`config.mk`:
```
export PLATFORM = sky130hd
export DESIGN_NAME = pipe_hazard_ctrl_flat
export DESIGN_NICKNAME = d
export VERILOG_FILES = /design/src/rtl/pipe_hazard_ctrl_pkg.sv /design/src/rtl/pipe_hazard_ctrl_if.sv /design/src/rtl/pipe_hazard_ctrl_div_seq.sv /design/src/rtl/pipe_hazard_ctrl.sv /design/src/flat_wrapper.sv
export SDC_FILE = /design/constraint.sdc
export NUM_CORES = 1
export LEC_CHECK = 0
export ABC_AREA = 0
export BUFFER_PORTS_ARGS = -buffer_cell sky130_fd_sc_hd__buf_2
export CAP_MARGIN = 20
export CORE_MARGIN = 2
export CORE_UTILIZATION = 43
export DETAILED_ROUTE_END_ITERATION = 12
export MAX_ROUTING_LAYER = met4
export PLACE_DENSITY_LB_ADDON = 0.08
export SLEW_MARGIN = 30
export SYNTH_ARGS = -nofsm -noshare
export SYNTH_HDL_FRONTEND = slang
export SYNTH_SLANG_ARGS = --single-unit
```
`constraint.sdc`:
```
create_clock -name clk -period 1.75 [get_ports clk]
set_input_delay 0.175 -clock clk [delete_from_list [all_inputs] [get_ports clk]]
set_output_delay 0.175 -clock clk [all_outputs]
set_load 0.005 [all_outputs]
```
`src/rtl/pipe_hazard_ctrl_pkg.sv`:
```
// Shared definitions for the pipeline stall/flush scheduler and its divide sequencer.
package pipe_ctrl_pkg;

    // Divide sequencer state encoding
    typedef enum logic [1:0] {
        IDLE = 2'd0,
        BUSY = 2'd1,
        DONE = 2'd2
    } divState_t;

    // Default divider iteration count (start to result valid)
    localparam int DIV_CYCLES_DEF = 32;

    // $zero never creates a dependency
    localparam logic [4:0] REG_ZERO = 5'd0;

endpackage

```
`src/rtl/pipe_hazard_ctrl_if.sv`:
```
// Hazard-control bundle between the pipeline datapath and the stall/flush scheduler.
interface pipe_hazard_ctrl_if;
    logic [4:0] rsD;
    logic [4:0] rtD;
    logic       branchD;
    logic [4:0] writeregE;
    logic       RegWriteE;
    logic       MemtoRegE;
    logic [4:0] writeregM;
    logic       MemtoRegM;
    logic       divE;
    logic       dmem_stallM;
    logic       exceptM;

    logic       stallF;
    logic       stallD;
    logic       stallE;
    logic       stallM;
    logic       stallW;
    logic       flushD;
    logic       flushE;
    logic       flushM;
    logic       flushW;
    logic       div_start;
    logic       div_cancel;
    logic       div_busy;

    // Datapath side: reports instruction state, receives stage controls
    modport master (
        output rsD, rtD, branchD, writeregE, RegWriteE, MemtoRegE,
               writeregM, MemtoRegM, divE, dmem_stallM, exceptM,
        input  stallF, stallD, stallE, stallM, stallW,
               flushD, flushE, flushM, flushW,
               div_start, div_cancel, div_busy
    );

    // Scheduler side
    modport slave (
        input  rsD, rtD, branchD, writeregE, RegWriteE, MemtoRegE,
               writeregM, MemtoRegM, divE, dmem_stallM, exceptM,
        output stallF, stallD, stallE, stallM, stallW,
               flushD, flushE, flushM, flushW,
               div_start, div_cancel, div_busy
    );
endinterface

```
`src/rtl/pipe_hazard_ctrl_div_seq.sv`:
```
// Iterative-divider sequencer: issues start/cancel pulses and tracks occupancy
// so the HI/LO result reaches M/W exactly once.
module div_seq
    import pipe_ctrl_pkg::*;
#(
    parameter int DIV_CYCLES = DIV_CYCLES_DEF,
    parameter int CNT_W      = 6
) (
    input  logic clk,
    input  logic reset,
    input  logic divE,
    input  logic hold,
    input  logic abort,
    output logic div_start,
    output logic div_cancel,
    output logic busy,
    output logic done
);

    localparam logic [CNT_W-1:0] LAST_CNT = CNT_W'(DIV_CYCLES - 1);

    divState_t        state;
    divState_t        stateNext;
    logic [CNT_W-1:0] cnt;
    logic [CNT_W-1:0] cntNext;

    // State and iteration counter registers
    always_ff @(posedge clk or posedge reset) begin
        if (reset) begin
            state <= IDLE;
            cnt   <= '0;
        end else begin
            state <= stateNext;
            cnt   <= cntNext;
        end
    end

    // Next-state and pulse decode; abort overrides everything, memory wait
    // only holds DONE (the divider itself keeps iterating)
    always_comb begin
        stateNext  = state;
        cntNext    = cnt;
        div_start  = 1'b0;
        div_cancel = 1'b0;
        if (abort) begin
            div_cancel = (state != IDLE);
            stateNext  = IDLE;
            cntNext    = '0;
        end else begin
            case (state)
                IDLE: begin
                    if (divE && !hold) begin
                        div_start = 1'b1;
                        stateNext = BUSY;
                        cntNext   = '0;
                    end
                end
                BUSY: begin
                    cntNext = cnt + 1'b1;
                    if (cnt == LAST_CNT) begin
                        stateNext = DONE;
                        cntNext   = '0;
                    end
                end
                DONE: begin
                    // divE here is the same div instruction moving on; never restart
                    if (!hold) begin
                        stateNext = IDLE;
                    end
                end
                default: begin
                    stateNext = IDLE;
                    cntNext   = '0;
                end
            endcase
        end
    end

    assign busy = (state != IDLE);
    assign done = (state == DONE);

endmodule

```
`src/rtl/pipe_hazard_ctrl.sv`:
```
// Central stall/flush scheduler for the five pipeline registers
// (PC, F/D, D/E, E/M, M/W). Priority: exception > memory wait > divide > hazard.
module pipe_hazard_ctrl
    import pipe_ctrl_pkg::*;
#(
    parameter int DIV_CYCLES = DIV_CYCLES_DEF,
    parameter int CNT_W      = 6
) (
    input  logic               clk,
    input  logic               reset,
    pipe_hazard_ctrl_if.slave  hz
);

    logic divBusy;
    logic divDone;
    logic divStall;
    logic srcHitE;
    logic srcHitM;
    logic loadUse;
    logic branchHaz;
    logic hazard;

    div_seq #(
        .DIV_CYCLES (DIV_CYCLES),
        .CNT_W      (CNT_W)
    ) uDivSeq (
        .clk        (clk),
        .reset      (reset),
        .divE       (hz.divE),
        .hold       (hz.dmem_stallM),
        .abort      (hz.exceptM),
        .div_start  (hz.div_start),
        .div_cancel (hz.div_cancel),
        .busy       (divBusy),
        .done       (divDone)
    );

    // DONE releases the stall so the div result can advance into M
    assign divStall    = divBusy && !divDone;
    assign hz.div_busy = divBusy;

    // Operand matches against non-zero destinations in E and M
    assign srcHitE = (hz.writeregE != REG_ZERO) &&
                     ((hz.writeregE == hz.rsD) || (hz.writeregE == hz.rtD));
    assign srcHitM = (hz.writeregM != REG_ZERO) &&
                     ((hz.writeregM == hz.rsD) || (hz.writeregM == hz.rtD));

    assign loadUse   = hz.MemtoRegE && hz.RegWriteE && srcHitE;
    // Branches compare in D, so an ALU result in E or a load in M is not yet forwardable
    assign branchHaz = hz.branchD && ((hz.RegWriteE && srcHitE) || (hz.MemtoRegM && srcHitM));
    assign hazard    = loadUse || branchHaz;

    // Priority mux of stage enables and clears
    always_comb begin
        hz.stallF = 1'b0;
        hz.stallD = 1'b0;
        hz.stallE = 1'b0;
        hz.stallM = 1'b0;
        hz.stallW = 1'b0;
        hz.flushD = 1'b0;
        hz.flushE = 1'b0;
        hz.flushM = 1'b0;
        hz.flushW = 1'b0;
        if (hz.exceptM) begin
            hz.flushD = 1'b1;
            hz.flushE = 1'b1;
            hz.flushM = 1'b1;
            hz.flushW = 1'b1;
        end else if (hz.dmem_stallM) begin
            // Freeze F..M and feed a bubble into W while memory finishes
            hz.stallF = 1'b1;
            hz.stallD = 1'b1;
            hz.stallE = 1'b1;
            hz.stallM = 1'b1;
            hz.flushW = 1'b1;
        end else if (divStall) begin
            hz.stallF = 1'b1;
            hz.stallD = 1'b1;
            hz.stallE = 1'b1;
            hz.flushM = 1'b1;
        end else if (hazard) begin
            hz.stallF = 1'b1;
            hz.stallD = 1'b1;
            hz.flushE = 1'b1;
        end
    end

endmodule

```
`src/flat_wrapper.sv`:
```
// flat-port wrapper written by rule: the top's interface ports become plain ports
module pipe_hazard_ctrl_flat import pipe_ctrl_pkg::*;
#(
    parameter int DIV_CYCLES = DIV_CYCLES_DEF,
    parameter int CNT_W      = 6
)
  (clk, reset, hz_rsD, hz_rtD, hz_branchD, hz_writeregE, hz_RegWriteE, hz_MemtoRegE, hz_writeregM, hz_MemtoRegM, hz_divE, hz_dmem_stallM, hz_exceptM, hz_stallF, hz_stallD, hz_stallE, hz_stallM, hz_stallW, hz_flushD, hz_flushE, hz_flushM, hz_flushW, hz_div_start, hz_div_cancel, hz_div_busy);
  pipe_hazard_ctrl_if hz_i ();
  input  logic clk;
  input  logic reset;
  input wire logic [$bits(hz_i.rsD)-1:0] hz_rsD;
  input wire logic [$bits(hz_i.rtD)-1:0] hz_rtD;
  input wire logic [$bits(hz_i.branchD)-1:0] hz_branchD;
  input wire logic [$bits(hz_i.writeregE)-1:0] hz_writeregE;
  input wire logic [$bits(hz_i.RegWriteE)-1:0] hz_RegWriteE;
  input wire logic [$bits(hz_i.MemtoRegE)-1:0] hz_MemtoRegE;
  input wire logic [$bits(hz_i.writeregM)-1:0] hz_writeregM;
  input wire logic [$bits(hz_i.MemtoRegM)-1:0] hz_MemtoRegM;
  input wire logic [$bits(hz_i.divE)-1:0] hz_divE;
  input wire logic [$bits(hz_i.dmem_stallM)-1:0] hz_dmem_stallM;
  input wire logic [$bits(hz_i.exceptM)-1:0] hz_exceptM;
  output wire logic [$bits(hz_i.stallF)-1:0] hz_stallF;
  output wire logic [$bits(hz_i.stallD)-1:0] hz_stallD;
  output wire logic [$bits(hz_i.stallE)-1:0] hz_stallE;
  output wire logic [$bits(hz_i.stallM)-1:0] hz_stallM;
  output wire logic [$bits(hz_i.stallW)-1:0] hz_stallW;
  output wire logic [$bits(hz_i.flushD)-1:0] hz_flushD;
  output wire logic [$bits(hz_i.flushE)-1:0] hz_flushE;
  output wire logic [$bits(hz_i.flushM)-1:0] hz_flushM;
  output wire logic [$bits(hz_i.flushW)-1:0] hz_flushW;
  output wire logic [$bits(hz_i.div_start)-1:0] hz_div_start;
  output wire logic [$bits(hz_i.div_cancel)-1:0] hz_div_cancel;
  output wire logic [$bits(hz_i.div_busy)-1:0] hz_div_busy;
  assign hz_i.rsD = hz_rsD;
  assign hz_i.rtD = hz_rtD;
  assign hz_i.branchD = hz_branchD;
  assign hz_i.writeregE = hz_writeregE;
  assign hz_i.RegWriteE = hz_RegWriteE;
  assign hz_i.MemtoRegE = hz_MemtoRegE;
  assign hz_i.writeregM = hz_writeregM;
  assign hz_i.MemtoRegM = hz_MemtoRegM;
  assign hz_i.divE = hz_divE;
  assign hz_i.dmem_stallM = hz_dmem_stallM;
  assign hz_i.exceptM = hz_exceptM;
  assign hz_stallF = hz_i.stallF;
  assign hz_stallD = hz_i.stallD;
  assign hz_stallE = hz_i.stallE;
  assign hz_stallM = hz_i.stallM;
  assign hz_stallW = hz_i.stallW;
  assign hz_flushD = hz_i.flushD;
  assign hz_flushE = hz_i.flushE;
  assign hz_flushM = hz_i.flushM;
  assign hz_flushW = hz_i.flushW;
  assign hz_div_start = hz_i.div_start;
  assign hz_div_cancel = hz_i.div_cancel;
  assign hz_div_busy = hz_i.div_busy;
  pipe_hazard_ctrl #(.DIV_CYCLES(DIV_CYCLES), .CNT_W(CNT_W)) u_core (.clk(clk), .reset(reset), .hz(hz_i));
endmodule
```
Word level (Yosys, flattened, before mapping)
Cells that the tools add are included.

storage, ports and cells
  word-level logic and storage cells = 64
  input bits = 29
  register bits after elaboration = 8

operators by class
  muxes and demuxes = 29
  add/subtract/negate cells = 1
  reductions and logical operators = 21
  eq/ne operators = 11

operator list
  cell                                                  count
  equality test 5 bit                                   4
  two-way mux 1 bit                                     20
  two-way mux 6 bit                                     3
  case mux 6 bit (3 select lines)                       1
  nonzero test 5 bit                                    2
  logical AND 1 bit                                     9
  inequality test 3 bit (second input constant)         3
  two-way mux 2 bit                                     4
  adder 6 x 1 -> 6 bit (second input constant)          1
  equality test 6 x 5 -> 1 bit (second input constant)  1
  case mux 2 bit (3 select lines)                       1
  logical OR 1 bit                                      4
  AND reduction 3 bit                                   1
  equality test 2 x 1 -> 1 bit (second input constant)  1
  equality test 2 bit (second input constant)           1
  zero test 1 bit                                       2
  zero test 2 bit                                       1
  inequality test 2 bit (second input constant)         1
  AND reduction 2 bit                                   1
  nonzero test 2 bit                                    1

Depth between registers and ports, before layout
  depth after elaboration = 11
  depth in mapped cells = 6
  mapped depth without buffers = 6

Modules after synthesis
Synthesis repeated with hierarchy kept, for this count alone.

second synthesis, totals
  cell total of the unflattened synthesis = 98
  area, all modules = 817.0 um2

by module, submodules not included
  module            area an instance (um2)  instances  cells each  seq. area each (um2)
  div_seq           470.5                   1          50          200.2
  pipe_hazard_ctrl  346.6                   1          48          0.0

Worst setup path before layout
No wires, ideal clock.

  path type = in2out
  start = in hz_writeregE[1]
  end = out hz_stallF
  path buffers = 1
  required time = 1.575 ns
  slack = 0.295 ns
  arrival = 1.280 ns
  stages on the path = 5
  path through = or4_1 -> o221ai_1 -> o22ai_1 -> a21o_1 -> buf_4

on the way
  word-level cells in the longest chain between the ends = 11
  elaborated cells on any way between the ends = 14
  those cells by class = eq/ne: 2; mux: 4; reduce/logical: 8

ends and longest elaborated chain
  item                              RTL line                source
  from (decl)                       flat_wrapper.sv:14      input wire logic [$bits(hz_i.writeregE)-1:0] hz_writeregE;
  equality test 5 bit               pipe_hazard_ctrl.sv:44  ((hz.writeregE == hz.rsD) || (hz.writeregE == hz.rtD));
  logical OR 1 bit                  pipe_hazard_ctrl.sv:44
  logical AND 1 bit *               pipe_hazard_ctrl.sv:43  assign srcHitE = (hz.writeregE != REG_ZERO) &&
  logical AND 1 bit                 pipe_hazard_ctrl.sv:50  assign branchHaz = hz.branchD && ((hz.RegWriteE && srcHitE) || (hz.MemtoRegM && srcHitM));
  logical OR 1 bit                  pipe_hazard_ctrl.sv:50
  logical AND 1 bit                 pipe_hazard_ctrl.sv:50
  logical OR 1 bit *                pipe_hazard_ctrl.sv:51  assign hazard = loadUse || branchHaz;
  two-way mux 1 bit * (4 in a row)  --
  to (decl)                         flat_wrapper.sv:22      output wire logic [$bits(hz_i.stallF)-1:0] hz_stallF;

Mark *: on every way between the ends. The rest lies on a longest branch, timed or not.

Final worst setup path
  start = in hz_writeregM[0]
  end = out hz_stallF

on the way
  word-level cells in the longest chain between the ends = 11
  elaborated cells on any way between the ends = 13
  those cells by class = eq/ne: 2; mux: 4; reduce/logical: 7

ends and longest elaborated chain
  item                 RTL line                source
  from (decl)          flat_wrapper.sv:17      input wire logic [$bits(hz_i.writeregM)-1:0] hz_writeregM;
  equality test 5 bit  pipe_hazard_ctrl.sv:46  ((hz.writeregM == hz.rsD) || (hz.writeregM == hz.rtD));
  logical OR 1 bit     pipe_hazard_ctrl.sv:46
  logical AND 1 bit *  pipe_hazard_ctrl.sv:45  assign srcHitM = (hz.writeregM != REG_ZERO) &&
  logical AND 1 bit *  pipe_hazard_ctrl.sv:50
  logical OR 1 bit *   pipe_hazard_ctrl.sv:50
  logical AND 1 bit *  pipe_hazard_ctrl.sv:50
  logical OR 1 bit *   pipe_hazard_ctrl.sv:51
  two-way mux 1 bit *  pipe_hazard_ctrl.sv:81  end else if (hazard) begin
  two-way mux 1 bit *  pipe_hazard_ctrl.sv:76  end else if (divStall) begin
  two-way mux 1 bit *  pipe_hazard_ctrl.sv:69  end else if (hz.dmem_stallM) begin
  two-way mux 1 bit *  pipe_hazard_ctrl.sv:64  if (hz.exceptM) begin

Marks and branches as above.

==> metrics.cfg <==
[logic_synthesis]
yosysWarnings = 0
syn_nets = 126
syn_inst = 96
ys_seq_area_frac = 0.2645
ys_ff_latch = 8
avgSynthCellArea_um2 = 7.885
netlist_area_um2 = 757.0
yosysUniqueCellTypes = 31

[clock_tree]
root_buffer = clkbuf_4
cts_resized = 0
clock-sinks = 8
hold_buffers = 1
cts_setup_buffers = 0
path_clk_slew_ns = 0.05
numCtsBuffers = 3
cts_tree = done
htree_levels = 1
max-clock-path-buffers = 2
clk_latency_ns = 0.26

[drt]
via_per_inst = 5.289
route.detailed.drc = 0
dr_total_vias = 804
drt_first_pass_iters = 4
wl_mm = 1.811
ant_nets = 0
wl_per_cell_um = 11.91
drt_iter0_markers = 18

[timing]
rsz0062_at_grt = false
fin_skew_ns = 0.005818
final_hold_viol_count = 0
post-route-min-period_ns = 1.618
fin_tns_setup_ns = 0
min_period_over_period = 0.9248
fin_ws_ns = 0.1317
worst_slew_pin_slew_ns = 0.5161
slew_headroom = 0.6553
fmax_ghz = 0.6179
finalSetupViolCount = 0
report.final.slew_viol_count = 0

[power_and_ir_drop]
p_sw_frac = 0.3233
p_int_uw = 350.5
pwr-share-clk = 0.281
total_power_uw = 517.9
seq_power_share = 0.388
p_leak_nw = 0.5201
p_per_area_mw_per_mm2 = 528.7
ir_drop_v = 0.0003570
netSwitchingPower_uw = 167.5
pwr-share-comb = 0.331

[floorplan]
coreArea_mm2 = 0.001689
dieWidth_um = 45.96
rows = 15
dieArea_mm2 = 0.002112
start_util = 0.4481
die_h_um = 45.96
ios = 41

[layout]
final_layout_size_suffix_gt1_frac = 0.3407
final_cell_count_no_fill = 152
n_fill_cell = 163
layout_commonest_cell = buf_2
final_cell_mix = 39 x buf_2, 20 x xor2_1, 12 x nor2_1, 8 x dfrtp_1, 7 x o21ai_1
diodes = 0
area_delta_synth_final_pct = 29.42
nets = 167
multi_input_comb_area_um2 = 508.0
seq_area_um2 = 200.2

[placed_design]
dp_slack_ns = 0.1353
portBuffers = 39
dp_hpwl_mm = 1.496
place_congestion = 0.8338
dpl.cell_count = 148

[worst_hold_path]
min_path_type = input pin to register
hold_start = hz_divE

[global_routing]
grt_pass1_wl_mm = 2.849
grt_max_degree = 11
overflow = 0
grt_pass1_vias = 648
antenna_found_initial = 0
grt_usage = 0.2005

[setup_path]
timing.critical_path.from = hz_writeregM[0]
timing.rr.start = u_core.uDivSeq.cnt[0]
critPathMaxFanout = 3
cp-start-kind = input pin
crit_type = input pin to primary output
worstPathArrival_ns = 1.44
crit_required_ns = 1.57
endpoint_kind = primary output

[flow_run]
drv_cap = 0

[run_status]
status = finished, final reports clean

power groups by stage:
stage | combinational [mW] | sequential, mW | clock [mW]
final | 0.172 | 0.201 | 0.145
after global routing | 0.191 | 0.203 | 0.160
after CTS | 0.173 | 0.201 | 0.149
after global placement | 0.168 | 0.204 | 0
after floorplan | 0.0952 | 0.202 | 0
after detailed placement | 0.170 | 0.204 | 0
per-layer routing:
| metal | global-route usage | vias to the layer above | share of wire |
|---|---|---|---|
| li1 | - | 404 | - |
| met1 | 0.2506 | 360 | 0.46 |
| met2 | 0.2972 | 35 | 0.44 |
| met3 | 0.07143 | 5 | 0.081 |
| met4 | 0.06857 | 0 | 0.014 |
| met5 | - | - | 0 |
logic make-up (layout without fill, tap and decap cells):
family / Yosys count / count (layout) / synth area share
other: 1 / 1 / 0.004954
flip-flops: 8 / 8 / 0.2645
AO/OA/AOI/OAI: 21 / 21 / 0.1868
XOR/XNOR: 20 / 20 / 0.2314
buffers and inverters: 10 / 49 / 0.06445
adder cells (fa/ha/maj): 1 / 1 / 0.01653
AND/OR/NAND/NOR: 35 / 35 / 0.2314
cells in the mapped netlist (all sizes together):
cell / count / area [um2]
conb: 1 / 3.750
o22ai: 1 / 6.260
nand2: 5 / 18.77
a22oi: 2 / 20.02
a22o: 1 / 8.760
or3: 1 / 6.260
o31ai: 1 / 7.510
nand3: 4 / 20.02
a211oi: 1 / 12.51
nor2b: 2 / 12.51
o21ai: 9 / 45.04
nor3: 5 / 25.02
xor2: 20 / 175.2
o211ai: 1 / 7.510
a21oi: 2 / 10.01
nor3b: 1 / 12.51
nor2: 12 / 45.04
o221ai: 1 / 8.760
a21o: 2 / 15.01
buf: 3 / 22.52
inv: 6 / 22.52
clkbuf: 1 / 3.750
or4: 2 / 15.01
and3: 1 / 6.260
ha: 1 / 12.51
dfrtp: 8 / 200.2
nand2b: 1 / 6.260
nand3b: 1 / 7.510
flip-flops by register name, indices dropped and copies added (netlist names):
name,cells
u_core.uDivSeq.state,2
u_core.uDivSeq.cnt,6
final timing paths:
kind                                            to  cells after the start  slack (ns)
min reg2reg                  u_core.uDivSeq.cnt[5]                      1        0.48
min in group asynchronous    u_core.uDivSeq.cnt[2]                      3        0.39
max                                      hz_stallF                      6        0.13
min                        u_core.uDivSeq.state[0]                      3        0.19
max reg2reg                  u_core.uDivSeq.cnt[5]                      6        0.21
max in group asynchronous    u_core.uDivSeq.cnt[1]                      3        1.13
layout make-up:
cell class / instances / share of cell area
Clock buffer: 3 / 0.02299
Inverter: 6 / 0.02299
Multi-Input combinational cell: 78 / 0.5185
Tap cell: 17 / 0.02171
Sequential cell: 8 / 0.2043
Timing Repair Buffer: 40 / 0.2095
per-stage QoR:
stage	cell area (um2)	util	hold slack (ns)
CTS	979.7	0.5800	0.1905
global placement	947.2	0.5607	0.1379
floorplan	757.0	-	-0.009342
finish	979.7	0.5800	0.1905
global route	979.7	0.5800	0.2089
detailed placement	947.2	0.5607	0.1343
critical path: stages:
cell and delay (ns):
buf_2 0.12, or4_1 0.54, o211ai_1 0.17, o22ai_1 0.11, a21o_1 0.20, buf_2 0.12
(Power assumes the default switching activity.)
